===== src/rtl/scariv_pkg.sv =====
// scariv_pkg: shared types for the ROB group entry.
// State encoding, exception type and the another-flush code.
package scariv_pkg;

  typedef enum logic [1:0] {
    ST_EMPTY    = 2'd0,
    ST_ACTIVE   = 2'd1,
    ST_COMPLETE = 2'd2,
    ST_DRAIN    = 2'd3
  } grp_state_t;

  localparam int EXC_W = 4;

  typedef logic [EXC_W-1:0] except_t;

  localparam except_t ANOTHER_FLUSH = '1;

endpackage


===== src/rtl/scariv_rob_commit_scan.sv =====
// scariv_rob_commit_scan: retirable-slot scan from the commit pointer.
// Stops after the first live excepting slot, which it reports.
module scariv_rob_commit_scan
  import scariv_pkg::*;
#(
  parameter int GRP_W    = 4,
  parameter int COMMIT_W = 2,
  localparam int SW = (GRP_W > 1) ? $clog2(GRP_W) : 1,
  localparam int PW = $clog2(GRP_W + 1),
  localparam int CW = $clog2(COMMIT_W + 1)
)(
  input  logic [GRP_W-1:0]       i_done,
  input  logic [GRP_W-1:0]       i_dead,
  input  logic [GRP_W-1:0]       i_exc_v,
  input  logic [GRP_W*EXC_W-1:0] i_exc_t,
  input  logic [PW-1:0]          i_ptr,
  output logic [CW-1:0]          o_cnt,
  output logic                   o_exc_valid,
  output logic [SW-1:0]          o_exc_slot,
  output logic [EXC_W-1:0]       o_exc_type
);

  logic w_stop;

  // walk the commit window in slot order
  always_comb begin
    o_cnt       = '0;
    o_exc_valid = 1'b0;
    o_exc_slot  = '0;
    o_exc_type  = '0;
    w_stop      = 1'b0;
    for (int s = 0; s < GRP_W; s++) begin
      if (!w_stop && s >= int'(i_ptr) &&
          s < int'(i_ptr) + COMMIT_W) begin
        if (!i_done[s]) begin
          w_stop = 1'b1;
        end else begin
          o_cnt = o_cnt + CW'(1);
          if (i_exc_v[s] && !i_dead[s]) begin
            o_exc_valid = 1'b1;
            o_exc_slot  = SW'(s);
            o_exc_type  = i_exc_t[s*EXC_W +: EXC_W];
            w_stop      = 1'b1;
          end
        end
      end
    end
  end

endmodule


===== src/rtl/scariv_rob_grp_entry.sv =====
// scariv_rob_grp_entry: one ROB group entry.
// Tracks completion, kills and exceptions for a group of slots.
module scariv_rob_grp_entry
  import scariv_pkg::*;
#(
  parameter int GRP_W       = 4,
  parameter int DONE_PORTS  = 6,
  parameter int FLUSH_PORTS = 2,
  parameter int IDX_W       = 5,
  parameter int COMMIT_W    = 2,
  parameter int WDOG_W      = 10,
  localparam int SW = (GRP_W > 1) ? $clog2(GRP_W) : 1,
  localparam int PW = $clog2(GRP_W + 1),
  localparam int CW = $clog2(COMMIT_W + 1)
)(
  input  logic                          i_clk,
  input  logic                          i_reset,
  input  logic [IDX_W-1:0]              i_entry_idx,
  input  logic                          i_load_valid,
  input  logic [GRP_W-1:0]              i_load_grp,
  input  logic [DONE_PORTS-1:0]         i_done_valid,
  input  logic [DONE_PORTS*IDX_W-1:0]   i_done_idx,
  input  logic [DONE_PORTS*SW-1:0]      i_done_slot,
  input  logic [DONE_PORTS-1:0]         i_done_exc,
  input  logic [DONE_PORTS*EXC_W-1:0]   i_done_exc_type,
  input  logic [FLUSH_PORTS-1:0]        i_flush_valid,
  input  logic [FLUSH_PORTS*IDX_W-1:0]  i_flush_idx,
  input  logic [FLUSH_PORTS*SW-1:0]     i_flush_slot,
  input  logic                          i_br_valid,
  input  logic [IDX_W-1:0]              i_br_idx,
  input  logic [SW-1:0]                 i_br_slot,
  input  logic                          i_br_mispredict,
  input  logic                          i_kill,
  input  logic [CW-1:0]                 i_commit_cnt,
  output logic [1:0]                    o_state,
  output logic [GRP_W-1:0]              o_done_mask,
  output logic [GRP_W-1:0]              o_dead_mask,
  output logic [PW-1:0]                 o_cmt_ptr,
  output logic [CW-1:0]                 o_ready_cnt,
  output logic                          o_exc_valid,
  output logic [SW-1:0]                 o_exc_slot,
  output logic [EXC_W-1:0]              o_exc_type,
  output logic                          o_load_err,
  output logic                          o_timeout
);

  grp_state_t               r_state, w_state_n;
  logic [GRP_W-1:0]         r_grp, w_grp_n;
  logic [GRP_W-1:0]         r_done, w_done_n;
  logic [GRP_W-1:0]         r_dead, w_dead_n;
  logic [GRP_W-1:0]         r_exc_v, w_exc_v_n;
  except_t [GRP_W-1:0]      r_exc_t, w_exc_t_n;
  logic [PW-1:0]            r_cmt_ptr, w_ptr_n;
  logic [PW-1:0]            w_ptr_adv, w_end;
  logic [WDOG_W-1:0]        r_wdog;
  logic                     r_load_err;

  logic [GRP_W-1:0]         w_done_hit, w_done_exc;
  except_t [GRP_W-1:0]      w_done_type;
  logic [CW-1:0]            w_scan_cnt, w_ready, w_cmt_eff;
  logic                     w_scan_exc;
  logic [SW-1:0]            w_scan_slot;
  except_t                  w_scan_type;
  logic                     w_live, w_load_ok, w_kill;
  logic                     w_br_hit, w_found, w_evt;

  assign w_live    = (r_state != ST_EMPTY);
  assign w_load_ok = i_load_valid & ~w_live;
  assign w_kill    = i_kill & w_live;
  assign w_ready   = w_live ? w_scan_cnt : '0;
  assign w_cmt_eff = (!w_live || w_kill) ? '0 :
                     (i_commit_cnt > w_ready) ? w_ready :
                     i_commit_cnt;
  assign w_ptr_adv = r_cmt_ptr + PW'(w_cmt_eff);
  assign w_evt     = w_load_ok | (|w_done_hit) |
                     (w_cmt_eff != '0);

  scariv_rob_commit_scan #(
    .GRP_W    (GRP_W),
    .COMMIT_W (COMMIT_W)
  ) u_scan (
    .i_done      (r_done),
    .i_dead      (r_dead),
    .i_exc_v     (r_exc_v),
    .i_exc_t     (r_exc_t),
    .i_ptr       (r_cmt_ptr),
    .o_cnt       (w_scan_cnt),
    .o_exc_valid (w_scan_exc),
    .o_exc_slot  (w_scan_slot),
    .o_exc_type  (w_scan_type)
  );

  // one past the highest valid slot
  always_comb begin
    w_end = '0;
    for (int s = 0; s < GRP_W; s++)
      if (r_grp[s]) w_end = PW'(s + 1);
  end

  // per-slot done report; lowest port overrides
  always_comb begin
    w_done_hit  = '0;
    w_done_exc  = '0;
    w_done_type = '0;
    for (int s = 0; s < GRP_W; s++)
      for (int p = DONE_PORTS - 1; p >= 0; p--)
        if (i_done_valid[p] && w_live && r_grp[s] &&
            i_done_idx[p*IDX_W +: IDX_W] == i_entry_idx &&
            i_done_slot[p*SW +: SW] == SW'(s)) begin
          w_done_hit[s]  = 1'b1;
          w_done_exc[s]  = i_done_exc[p];
          w_done_type[s] = i_done_exc_type[p*EXC_W +: EXC_W];
        end
  end

  // mispredict against a valid slot of this entry
  always_comb begin
    w_br_hit = 1'b0;
    for (int s = 0; s < GRP_W; s++)
      if (i_br_slot == SW'(s) && r_grp[s])
        w_br_hit = i_br_valid & i_br_mispredict & w_live &
                   (i_br_idx == i_entry_idx);
  end

  // next entry contents and FSM state
  always_comb begin
    w_done_n  = r_done | w_done_hit;
    w_dead_n  = r_dead;
    w_exc_v_n = r_exc_v;
    w_exc_t_n = r_exc_t;
    w_grp_n   = r_grp;
    w_ptr_n   = w_ptr_adv;
    w_state_n = r_state;
    w_found   = 1'b0;
    for (int f = 0; f < FLUSH_PORTS; f++)
      for (int s = 0; s < GRP_W; s++)
        if (i_flush_valid[f] && w_live && r_grp[s] &&
            !r_dead[s] &&
            i_flush_idx[f*IDX_W +: IDX_W] == i_entry_idx &&
            i_flush_slot[f*SW +: SW] == SW'(s)) begin
          w_exc_v_n[s] = 1'b1;
          w_exc_t_n[s] = ANOTHER_FLUSH;
        end
    for (int s = 0; s < GRP_W; s++) begin
      if (w_found) begin
        w_done_n[s]  = 1'b1;
        w_dead_n[s]  = 1'b1;
        w_exc_v_n[s] = 1'b0;
      end else if (w_done_hit[s] && w_done_exc[s] &&
                   !r_dead[s]) begin
        w_found      = 1'b1;
        w_exc_v_n[s] = 1'b1;
        w_exc_t_n[s] = w_done_type[s];
      end
    end
    for (int s = 0; s < GRP_W; s++)
      if (w_br_hit && SW'(s) > i_br_slot) begin
        w_done_n[s]  = 1'b1;
        w_dead_n[s]  = 1'b1;
        w_exc_v_n[s] = 1'b0;
      end
    if (w_kill) begin
      w_done_n  = r_done;
      w_dead_n  = r_dead;
      w_exc_v_n = '0;
      w_exc_t_n = r_exc_t;
      w_ptr_n   = r_cmt_ptr;
      w_state_n = ST_COMPLETE;
      for (int s = 0; s < GRP_W; s++)
        if (PW'(s) >= r_cmt_ptr) begin
          w_done_n[s] = 1'b1;
          w_dead_n[s] = 1'b1;
        end
    end else if (w_live) begin
      if (w_ptr_adv >= w_end)
        w_state_n = ST_EMPTY;
      else if (r_state == ST_ACTIVE &&
               &(w_done_n | w_dead_n | ~r_grp))
        w_state_n = ST_COMPLETE;
      else if (r_state == ST_COMPLETE && w_cmt_eff != '0)
        w_state_n = ST_DRAIN;
    end
    if (w_load_ok) begin
      w_grp_n   = i_load_grp;
      w_done_n  = ~i_load_grp;
      w_dead_n  = ~i_load_grp;
      w_exc_v_n = '0;
      w_exc_t_n = '0;
      w_ptr_n   = '0;
      w_state_n = (|i_load_grp) ? ST_ACTIVE : ST_EMPTY;
    end
  end

  // entry state registers
  always_ff @(posedge i_clk or posedge i_reset) begin
    if (i_reset) begin
      r_state   <= ST_EMPTY;
      r_grp     <= '0;
      r_done    <= '0;
      r_dead    <= '0;
      r_exc_v   <= '0;
      r_exc_t   <= '0;
      r_cmt_ptr <= '0;
    end else begin
      r_state   <= w_state_n;
      r_grp     <= w_grp_n;
      r_done    <= w_done_n;
      r_dead    <= w_dead_n;
      r_exc_v   <= w_exc_v_n;
      r_exc_t   <= w_exc_t_n;
      r_cmt_ptr <= w_ptr_n;
    end
  end

  // rejected-load pulse
  always_ff @(posedge i_clk or posedge i_reset) begin
    if (i_reset) r_load_err <= 1'b0;
    else         r_load_err <= i_load_valid & w_live;
  end

  // watchdog: saturating idle counter
  always_ff @(posedge i_clk or posedge i_reset) begin
    if (i_reset)
      r_wdog <= '0;
    else if (w_evt)
      r_wdog <= '0;
    else if (w_live && !(&r_wdog))
      r_wdog <= r_wdog + WDOG_W'(1);
  end

  assign o_state     = r_state;
  assign o_done_mask = r_done;
  assign o_dead_mask = r_dead;
  assign o_cmt_ptr   = r_cmt_ptr;
  assign o_ready_cnt = w_ready;
  assign o_exc_valid = w_live & w_scan_exc;
  assign o_exc_slot  = w_live ? w_scan_slot : '0;
  assign o_exc_type  = w_live ? w_scan_type : '0;
  assign o_load_err  = r_load_err;
  assign o_timeout   = &r_wdog;

endmodule

===== config.mk =====
export PLATFORM = sky130hd
export DESIGN_NAME = scariv_rob_grp_entry
export DESIGN_NICKNAME = d
export VERILOG_FILES = /design/src/rtl/scariv_pkg.sv /design/src/rtl/scariv_rob_commit_scan.sv /design/src/rtl/scariv_rob_grp_entry.sv
export SDC_FILE = /design/constraint.sdc
export NUM_CORES = 1
export LEC_CHECK = 0
export ABC_AREA = 1
export ABC_CLOCK_PERIOD_IN_PS = 8400
export BUFFER_PORTS_ARGS = -buffer_cell sky130_fd_sc_hd__buf_2
export CAP_MARGIN = 0
export CORE_ASPECT_RATIO = 1.4
export CORE_UTILIZATION = 60
export DETAILED_ROUTE_END_ITERATION = 7
export MAX_ROUTING_LAYER = met4
export PLACE_DENSITY = 0.89
export SETUP_SLACK_MARGIN = 0.4
export SLEW_MARGIN = 20
export SYNTH_ARGS = -nofsm -noshare
export SYNTH_HDL_FRONTEND = slang
export SYNTH_SLANG_ARGS = --single-unit

===== constraint.sdc =====
create_clock -name i_clk -period 8.4 [get_ports i_clk]
set_input_delay 1.68 -clock i_clk [delete_from_list [all_inputs] [get_ports i_clk]]
set_output_delay 1.68 -clock i_clk [all_outputs]
set_load 0.01 [all_outputs]

After elaboration in Yosys (flattened, before gate mapping)
Index checks and enable logic that the tools add are counted.

word-level totals
  input port bits = 118
  bits in registers = 48
  word-level logic and storage cells = 490
  output and inout bits = 24

cells by class
  reduce and logical (&&, ||, !) cells = 177
  $add $sub $neg = 6
  bitwise gates (word level) = 15
  $lt $le $gt $ge = 18
  equality and inequality tests = 43
  muxes and demuxes = 210

operator list
  operator                 count
  $mux W4                  58
  $logic_and A1 B1 Y1      142
  $mux W1                  119
  $lt A3 B32 Y1 const A    2
  $mux W2                  24
  $eq A5 B5 Y1             9
  $eq A2 B2 Y1 const B     19
  $lt A1 B32 Y1 const A    1
  $lt A2 B32 Y1 const A    1
  $mux W16                 2
  $reduce_bool A7 Y1       3
  $eq A2 B1 Y1 const B     10
  $mux W10                 2
  $logic_not A2 Y1         9
  $mux W3                  5
  $ge A1 B3 Y1 const A     4
  $ge A2 B3 Y1 const A     4
  $ne A3 B2 Y1 const B     4
  $or A4 B4 Y4             3
  $add A10 B1 Y10 const B  1
  $reduce_and A10 Y1       1
  $logic_not A1 Y1         9
  $not A4 Y4               2
  $reduce_or A4 Y1         2
  other kinds (19)         33

Logic depth before layout (Yosys ltp)
Gate-level depths: netlist of the first run.

  word-level depth = 29
  gate-level depth with buffers = 32

Modules after synthesis
A second synthesis of the first run with hierarchy kept.

second synthesis, totals
  cells, all modules = 908
  area, all modules = 5595.4 µm²

by module, submodules not included
  module                  times used  area an instance (µm²)  cells an instance  seq. area each (µm²)
  scariv_rob_grp_entry    1           5165.0                  823                1201.2
  scariv_rob_commit_scan  1           430.4                   85                 0.0

Worst setup path after synthesis of the first run
OpenSTA, ideal clock, no wires.

  path kind = reg2reg
  from = register r_cmt_ptr[2] (netlist: o_cmt_ptr[2])
  to = register r_state[0] (netlist: o_state[0])
  data arrival time = 4253 ps
  buffers on the path = 0
  stages on the path, launching flop included = 31
  setup slack = 4030 ps
  clock period less this slack = 4370 ps
  required time = 8283 ps
  setup time = 117 ps
  cells stage by stage = dfrtp_1 -> inv_1 -> nand2_1 -> inv_1 -> nand2_1 -> nor2_1 -> ha_1 -> nand2_1 -> nand2_1 -> nand2_1 -> xor2_1 -> inv_1 -> a21oi_1 -> inv_1 -> ha_1 -> nand2_1 -> a22oi_1 -> o21a_1 -> nand2_1 -> inv_1 -> ha_1 -> fa_1 -> xnor2_1 -> inv_1 -> ha_1 -> a21oi_1 -> o211ai_1 -> nor2_1 -> nand3_2 -> nand3_1 -> nand2_1

between the ends
  longest elaborated chain between the ends = 26
  elaborated cells on any way between the ends = 50
  classes of those cells = 5 x add/sub; 10 x order compare; 21 x mux; 14 x reduce/logical

ends and longest elaborated chain
  what                                                    line                          source
  start: declaration                                      scariv_rob_grp_entry.sv:53    logic [PW-1:0] r_cmt_ptr, w_ptr_n;
  start signal: assignment                                scariv_rob_grp_entry.sv:211   r_cmt_ptr <= w_ptr_n;
  branches (longest 15 deep; another with $lt A1 B32 Y1)  n/a
  $mux W2 (*)                                             scariv_rob_commit_scan.sv:33  if (!w_stop && s >= int'(i_ptr) &&
  $mux W2 (*)                                             scariv_rob_grp_entry.sv:70    assign w_ready = w_live ? w_scan_cnt : '0;
  named net o_ready_cnt[1]                                scariv_rob_grp_entry.sv:39    output logic [CW-1:0] o_ready_cnt,
  $gt A2 B2 Y1                                            scariv_rob_grp_entry.sv:72    (i_commit_cnt > w_ready) ? w_ready :
  $mux W2 (*)                                             scariv_rob_grp_entry.sv:72
  $mux W2 (*)                                             scariv_rob_grp_entry.sv:71    assign w_cmt_eff = (!w_live || w_kill) ? '0 :
  $add A3 B2 Y3                                           scariv_rob_grp_entry.sv:74    assign w_ptr_adv = r_cmt_ptr + PW'(w_cmt_eff);
  $ge A3 B3 Y1                                            scariv_rob_grp_entry.sv:175   if (w_ptr_adv >= w_end)
  $mux W2                                                 scariv_rob_grp_entry.sv:175
  $mux W2                                                 scariv_rob_grp_entry.sv:174   end else if (w_live) begin
  $mux W2                                                 scariv_rob_grp_entry.sv:162   if (w_kill) begin
  $mux W2                                                 scariv_rob_grp_entry.sv:183   if (w_load_ok) begin
  end signal: assignment                                  scariv_rob_grp_entry.sv:205   r_state <= w_state_n;
  end: declaration                                        scariv_rob_grp_entry.sv:47    grp_state_t r_state, w_state_n;

Mark *: on every way through the listed nets, which the timed path passes. The select of a mux whose other input is x is not followed.
A chain may end at the register's enable or synchronous reset.

Final worst setup path of the first run
  from = register r_cmt_ptr[2] (netlist: o_cmt_ptr[2])
  to = register r_state[0] (netlist: o_state[0])

between the ends
  longest elaborated chain between the ends = 26
  elaborated cells on any way between the ends = 50
  classes of those cells = 5 x add/sub; 10 x order compare; 21 x mux; 14 x reduce/logical

ends and longest elaborated chain
  what
  branches (longest 26 deep; another with $lt A1 B32 Y1)

Several ways; the timed one is not identified. The select of a mux whose other input is x is not followed.

==> out/qor.yml, run 1 <==
timing:
  worst_pin_slew_ns: 1.11
  maxSlewHeadroom_pct: 25.5
  final-setup-viol-count: 0
  clock.fmax_ghz: 0.209
  rsz0062_at_grt: "no"
  fin_tns_setup_ns: 0
  hold_violations: 0
  post-route-min-period_ns: 4.79
  fin_skew_ns: 0.00288
  slew_viol_final: 0
  period_share_pct: 57.0
power_and_ir_drop:
  p_seq_share_pct: 26.3
  p_total_mw: 1.37
  share_comb_of_total_power_pct: 58.6
  power.internal_mw: 0.670
  sw_frac_of_total_pct: 51.2
  pwr-share-clk_pct: 15.1
  p_sw_mw: 0.703
  vdd_drop_max_v: 0.000113
  leakage_nw: 3.61
  powerDensity_mw_per_mm2: 210
clocking:
  cts_setup_buffers: 0
  clock-root-buffer: "clkbuf_16"
  clk_pin_slew_ns: 0.06
  cts_made_buffers: 5
  cts_hold_buf: 0
  cts.sinks: 48
  cts_buffer_depth: 2
  cts_tree: "done"
  cts_htree_levels: 2
  clock_latency_ns: 0.30
  cts-resized-gates: 0
synthesis:
  synthDistinctLibCells: 59
  synth_edf_count: 0
  syn_area_mm2: 0.00566
  synth.top_cell.area_share_pct: 21.2
  ys.flop_type: "dfrtp_1"
  synth_cells: 914
  synth_seq_area_share_pct: 21.2
  async_flop_share_pct: 100
  synth_area_leaders: "dfrtp_1 (21%), nand2_1 (14%), inv_1 (9.4%), nand3_1 (6.8%), nor2_1 (5.6%)"
  syn_nets: 1042
  synth_area_leader_cell: "dfrtp_1"
  synth-seq-cells: 48
  yosys_warnings: 0
  syn_area_per_cell_um2: 6.19
route:
  wirelength_mm: 18.1
  dr_total_vias: 6596
  drtAntennaViolNets: 0
  drt_first_pass_iters: 7
  via_per_inst: 5.70
  drt_iter0_drc: 537
  wire_per_inst_um: 15.6
  drc: 11
final_layout:
  final_nets: 1177
  final_cell_area_mm2: 0.00656
  fillers: 849
  multi_input_area_mm2: 0.00377
  syn_to_final_growth_pct: 15.8
  post-route-util_pct: 72.2
  layout-drive-gt1-share_pct: 20.4
  ff_latch_area_mm2: 0.00120
global_routing:
  track_usage_pct: 38.2
  grt_first_pass_wirelength_mm: 28.6
  overflow: 0
  grt_antenna_before_repair: 1
  grt_pass1_vias: 6228
  grt_max_degree: 49
floorplanning:
  core_mm2: 0.00908
  top_level_ports: 142
  start_util_pct: 62.4
  rows: 41
  die_w_um: 84.1
  dieArea_mm2: 0.00983
  dieHeight_um: 117
worst_setup_path:
  worst_path_largest_cell_delay_ns: 0.45
  cp.arrival_ns: 5.02
  startpoint_type: "register"
  cp_slowest_cell: "dfrtp_1"
  cp_common_cell: "nand2_1"
  crit_fanout: 6
  crit_type: "register to register"
  end_kind: "register"
  worst_ep_required_time_ns: 8.64
place:
  portBuffers: 141
  gp_congestion: 0.970
  placed_cell_area_mm2: 0.00640
  dp_hpwl_mm: 14.8
min_path:
  min_path_type: "register to register"
run:
  maxCapViolations: 0
status:
  violations: "design-rule violations"
  status: "finished, violations left"
stage by stage:
step                      cells  hold WS [ns]  worst slack [ns]
after floorplan             914         0.450              4.03
after global placement     1149         0.469              3.96
after detailed placement   1149         0.488              3.68
after CTS                  1157         0.504              3.64
after global routing       1158         0.534              3.17
final                      1158         0.513              3.61
synthesized netlist by cell type, types with 2 or more instances:
master	n
buf_4	2
inv_2	11
nor3_2	4
o211ai_1	15
nand3b_1	2
nor2_2	8
nand4_1	16
nor2_4	6
o21ai_0	58
nand3_2	4
inv_1	142
a22oi_1	9
buf_6	6
o31ai_2	2
nor3_1	27
nand3_1	77
a311oi_1	7
ha_1	9
nor2_1	85
nand2_1	216
nand2_2	12
a21oi_1	43
o31ai_1	4
nand2_4	3
dfrtp_1	48
nand4_2	2
o41ai_1	2
a31oi_1	6
xor2_1	22
o22ai_1	2
o21ai_1	12
xnor2_1	18
clkbuf_1	5
nor4_1	4
power groups by stage:
| stage | clock network [mW] | registers (mW) | logic (mW) |
|---|---|---|---|
| floorplan | 0 | 0.343 | 0.553 |
| global placement | 0 | 0.359 | 0.767 |
| finish | 0.207 | 0.361 | 0.805 |
| CTS | 0.206 | 0.356 | 0.798 |
| detailed placement | 0 | 0.360 | 0.786 |
| global route | 0.215 | 0.365 | 0.902 |
layer usage:
layer / wire length, µm / GRT usage, %
met5: 0 / -
met4: 903 / 23.1
met3: 1110 / 4.63
met2: 9130 / 69.3
met1: 6930 / 39.9
registers in the layout (all words and copies together) (netlist names):
| name | count |
|---|---|
| o_done_mask | 4 |
| r_grp | 4 |
| o_cmt_ptr | 3 |
| r_exc_t | 16 |
| r_exc_v | 4 |
| o_dead_mask | 4 |
| o_load_err | 1 |
| r_wdog | 10 |
| o_state | 2 |
final cells by class:
class / instances / area share, %
flip-flops and latches: 48 / 18.3
repair buffers: 142 / 10.9
inverters: 154 / 8.86
clock inverters: 1 / 0.115
clock buffers: 7 / 2.18
diodes: 1 / 0.0382
well taps: 107 / 2.04
multi-input cells: 698 / 57.6
worst max-delay path, delay by kind of cell, from the launching register on:
kind                     cells  cell delay [ns]
XOR/XNOR                     2             0.36
buffers and inverters        6             0.42
AO/OA/AOI/OAI                4             0.72
AND/OR/NAND/NOR             14             1.35
adder cells (fa/ha/maj)      5             1.43
flip-flops                   1             0.45
cell families (layout without fill, tap and decap cells):
family / after synthesis / count (layout) / synth area share (%)
and+or+nand+nor: 475 / 475 / 39.5
buffers and inverters: 168 / 304 / 12.1
adders and majority gates: 10 / 10 / 2.34
other: 0 / 1 / 0
xor gates and xnor gates: 40 / 40 / 6.19
DFF: 48 / 48 / 21.2
AOI/OAI and AO/OA: 173 / 173 / 18.6
cells in the final DEF (no fill, tap or decap), types with 3 or more instances in the layout:
master	Yosys	final
nor4_1	4	4
o21ai_1	12	12
nand2_4	3	3
nand2_2	12	12
a31oi_1	6	6
inv_1	142	141
a22oi_1	9	9
xor2_1	22	22
a311oi_1	7	7
o31ai_1	4	4
o211ai_1	15	15
inv_2	11	12
nor3_2	4	4
nor3_1	27	27
nand4_1	16	16
o21ai_0	58	58
nor2_2	8	8
ha_1	9	9
nand3_2	4	4
nand3_1	77	77
a21oi_1	43	43
buf_2	1	141
nor2_4	6	6
xnor2_1	18	18
nand2_1	216	216
clkbuf_16	0	5
dfrtp_1	48	48
nor2_1	85	85
final timing paths:
path,from,end,slack [ns],cells after the start
setup / recovery,o_cmt_ptr[2],o_state[0],3.61,31
hold / removal,r_exc_t[6],r_exc_t[6],0.51,2
setup reg to reg,o_cmt_ptr[2],o_state[0],3.61,31
hold reg to reg,r_exc_t[6],r_exc_t[6],0.51,2
max in group asynchronous,i_reset,r_grp[3],6.16,2
min in group asynchronous,i_reset,r_wdog[3],1.62,2
Note: power is estimated with default switching activity, not from simulation.
==> inputs of run 2 (changes only) <==
- ABC_CLOCK_PERIOD_IN_PS: 8400 -> 4100
- CORE_UTILIZATION: 60 -> 50
- PLACE_DENSITY: 0.89 -> 0.79
- clock period: 8.4 -> 4.1 ns (I/O delays scaled with it)
==> out/qor.yml, run 2 (synthesis gave the netlist of run 1 again) <==
floorplanning:
  rows: 45  # was 41
  die_w_um: 91.9  # was 84.1 µm
  core_mm2: 0.0109  # was 0.00908 mm²
  start_util_pct: 51.8  # was 62.4%
  dieArea_mm2: 0.0118  # was 0.00983 mm²
  dieHeight_um: 128  # was 117 µm
  top_level_ports: 142  # unchanged
timing:
  slew_viol_final: 0  # unchanged
  maxSlewHeadroom_pct: 37.0  # was 25.5%
  fin_tns_setup_ns: -0.106  # was 0 ns
  final-setup-viol-count: 2  # was 0
  holdWs_ns: 0.483  # was 0.513 ns
  rsz0062_at_grt: "yes"  # was no
  post-route-min-period_ns: 4.16  # was 4.79 ns
  period_share_pct: 101  # was 57.0%
  worst_pin_slew_ns: 0.940  # was 1.11 ns
  fin_skew_ns: 0.00556  # was 0.00288 ns
  hold_violations: 0  # unchanged
  clock.fmax_ghz: 0.241  # was 0.209 GHz
  fin_ws_ns: -0.0566  # was 3.61 ns
power_and_ir_drop:
  vdd_drop_max_v: 0.000308  # was 0.000113 V
  leakage_nw: 3.77  # was 3.61 nW
  sw_frac_of_total_pct: 49.0  # was 51.2%
  p_sw_mw: 1.66  # was 0.703 mW
  share_comb_of_total_power_pct: 67.0  # was 58.6%
  p_seq_share_pct: 21.2  # was 26.3%
  powerDensity_mw_per_mm2: 483  # was 210 mW/mm²
  pwr-share-clk_pct: 11.8  # was 15.1%
  power.internal_mw: 1.73  # was 0.670 mW
clocking:
  cts_made_buffers: 5  # unchanged
  clk_pin_slew_ns: 0.06  # about the same
  cts_htree_levels: 2  # unchanged
  cts.sinks: 48  # unchanged
  clock_latency_ns: 0.29  # was 0.30 ns
  clock-root-buffer: "clkbuf_16"  # unchanged
  cts_buffer_depth: 2  # unchanged
  cts_hold_buf: 0  # unchanged
  cts_tree: "done"  # unchanged
worst_setup_path:
  crit_type: "register to register"  # unchanged
  worst_path_largest_cell_delay_ns: 0.41  # was 0.45 ns
  crit_fanout: 4  # was 6
  end_kind: "register"  # unchanged
  worst_ep_required_time_ns: 4.33  # was 8.64 ns
  cp_common_cell: "nand2_2"  # was nand2_1
  cp_slowest_cell: "dfrtp_2"  # was dfrtp_1
  cp.arrival_ns: 4.39  # was 5.02 ns
  startpoint_type: "register"  # unchanged
route:
  drt_iter0_drc: 462  # was 537
  via_per_inst: 5.51  # was 5.70
  drc: 0  # was 11
  drt_first_pass_iters: 5  # was 7
  dr_total_vias: 6735  # was 6596
  wire_per_inst_um: 15.3  # was 15.6 µm
  wirelength_mm: 18.7  # was 18.1 mm
  drtAntennaViolNets: 0  # unchanged
run:
  maxCapViolations: 0  # unchanged
status:
  violations: "negative setup slack"  # was design-rule violations
  status: "finished, violations left"  # unchanged
place:
  portBuffers: 141  # unchanged
  dp_hpwl_mm: 15.2  # was 14.8 mm
  gp_congestion: 1.02  # was 0.970
  pre_cts_slack_ns: -0.101  # was 3.68 ns
  placed_cell_area_mm2: 0.00662  # was 0.00640 mm²
final_layout:
  mostFrequentLayoutCells: "nand2_1 (206), buf_2 (141), inv_1 (135)"  # was nand2_1 (216), inv_1 (141), buf_2 (141)
  largest-register: "r_exc_t"  # unchanged
  layout-drive-gt1-share_pct: 26.4  # was 20.4%
  syn_to_final_growth_pct: 24.1  # was 15.8%
  antennaDiodeCount: 0  # was 1
  final_common_cell: "nand2_1"  # unchanged
  final_cell_area_mm2: 0.00703  # was 0.00656 mm²
  post-route-util_pct: 64.3  # was 72.2%
  reg_top3: "r_exc_t: 16 flops, r_wdog: 10 flops"  # unchanged
  final_nets: 1210  # was 1177
  largest_reg_flops: 16  # unchanged
global_routing:
  grt_antenna_before_repair: 0  # was 1
  grt_max_degree: 49  # unchanged
  overflow: 0  # unchanged
  grt_first_pass_wirelength_mm: 29.8  # was 28.6 mm
  grt_pass1_vias: 6391  # was 6228
  track_usage_pct: 33.0  # was 38.2%
min_path:
  min_path_type: "register to register"  # unchanged
run 2: cell types whose count changed in the layout (fill, tap and decap cells not counted), moves of 5 or more:
cell     delta
inv_1       -6
a21oi_1     -5
nor2_1      -5
buf_4      +32
nand2_2     +6
nand2_1    -10
a21oi_2     +5
run 2: metrics by stage:
step / cells / power [mW]
finish: 1223 / 3.39
global placement: 1200 / 2.51
global route: 1223 / 3.65
floorplan: 914 / 1.90
CTS: 1220 / 3.19
detailed placement: 1200 / 2.54
run 2: cell type report:
class	instances	area [µm²]
fill	1092	3900
sequential	48	1200
inverter	154	589
tap	141	176
multi-input combinational	698	3950
clock buffer	5	125
clock inverter	2	12.5
timing repair buffer	175	965
run 2: worst paths after layout:
path	from	end	slack [ns]	cells past startpoint
max	o_cmt_ptr[1]	o_state[1]	-0.06	31
min	r_exc_v[0]	r_exc_v[0]	0.48	2
max reg2reg	o_cmt_ptr[1]	o_state[1]	-0.06	31
min reg2reg	r_exc_v[0]	r_exc_v[0]	0.48	2
max in group asynchronous	i_reset	o_cmt_ptr[2]	2.88	2
min in group asynchronous	i_reset	r_wdog[2]	0.65	2
run 2: routing by layer:
layer	up-vias	GRT usage [%]	routed length [µm]
li1	3348	-	-
met1	3025	35.1	7140
met2	295	58.3	9540
met3	67	3.91	1130
met4	0	19.8	922
met5	-	-	0
run 2: power by group through the flow:
stage          clock (mW)  combinational (mW)  sequential (mW)
3_3_place_gp            0                1.79            0.714
5_1_grt             0.423                2.50            0.731
6_report            0.401                2.27            0.719
3_5_place_dp            0                1.82            0.720
2_1_floorplan           0                1.19            0.706
4_1_cts             0.404                2.07            0.712
run 2: repair_timing:
item	4_1_cts	5_1_grt
gates resized for setup	12	22
buffers inserted	13	3
pin swaps	21	25
setup endpoints to repair	2	12
run 2: worst max-delay path: cells and delay by family (launching register included):
family / cells / cell delay, ns
xor+xnor: 2 / 0.33
simple gates: 13 / 1.12
buf+inv: 6 / 0.37
fa+ha+maj: 5 / 1.22
flops: 1 / 0.41
compound gates: 5 / 0.65
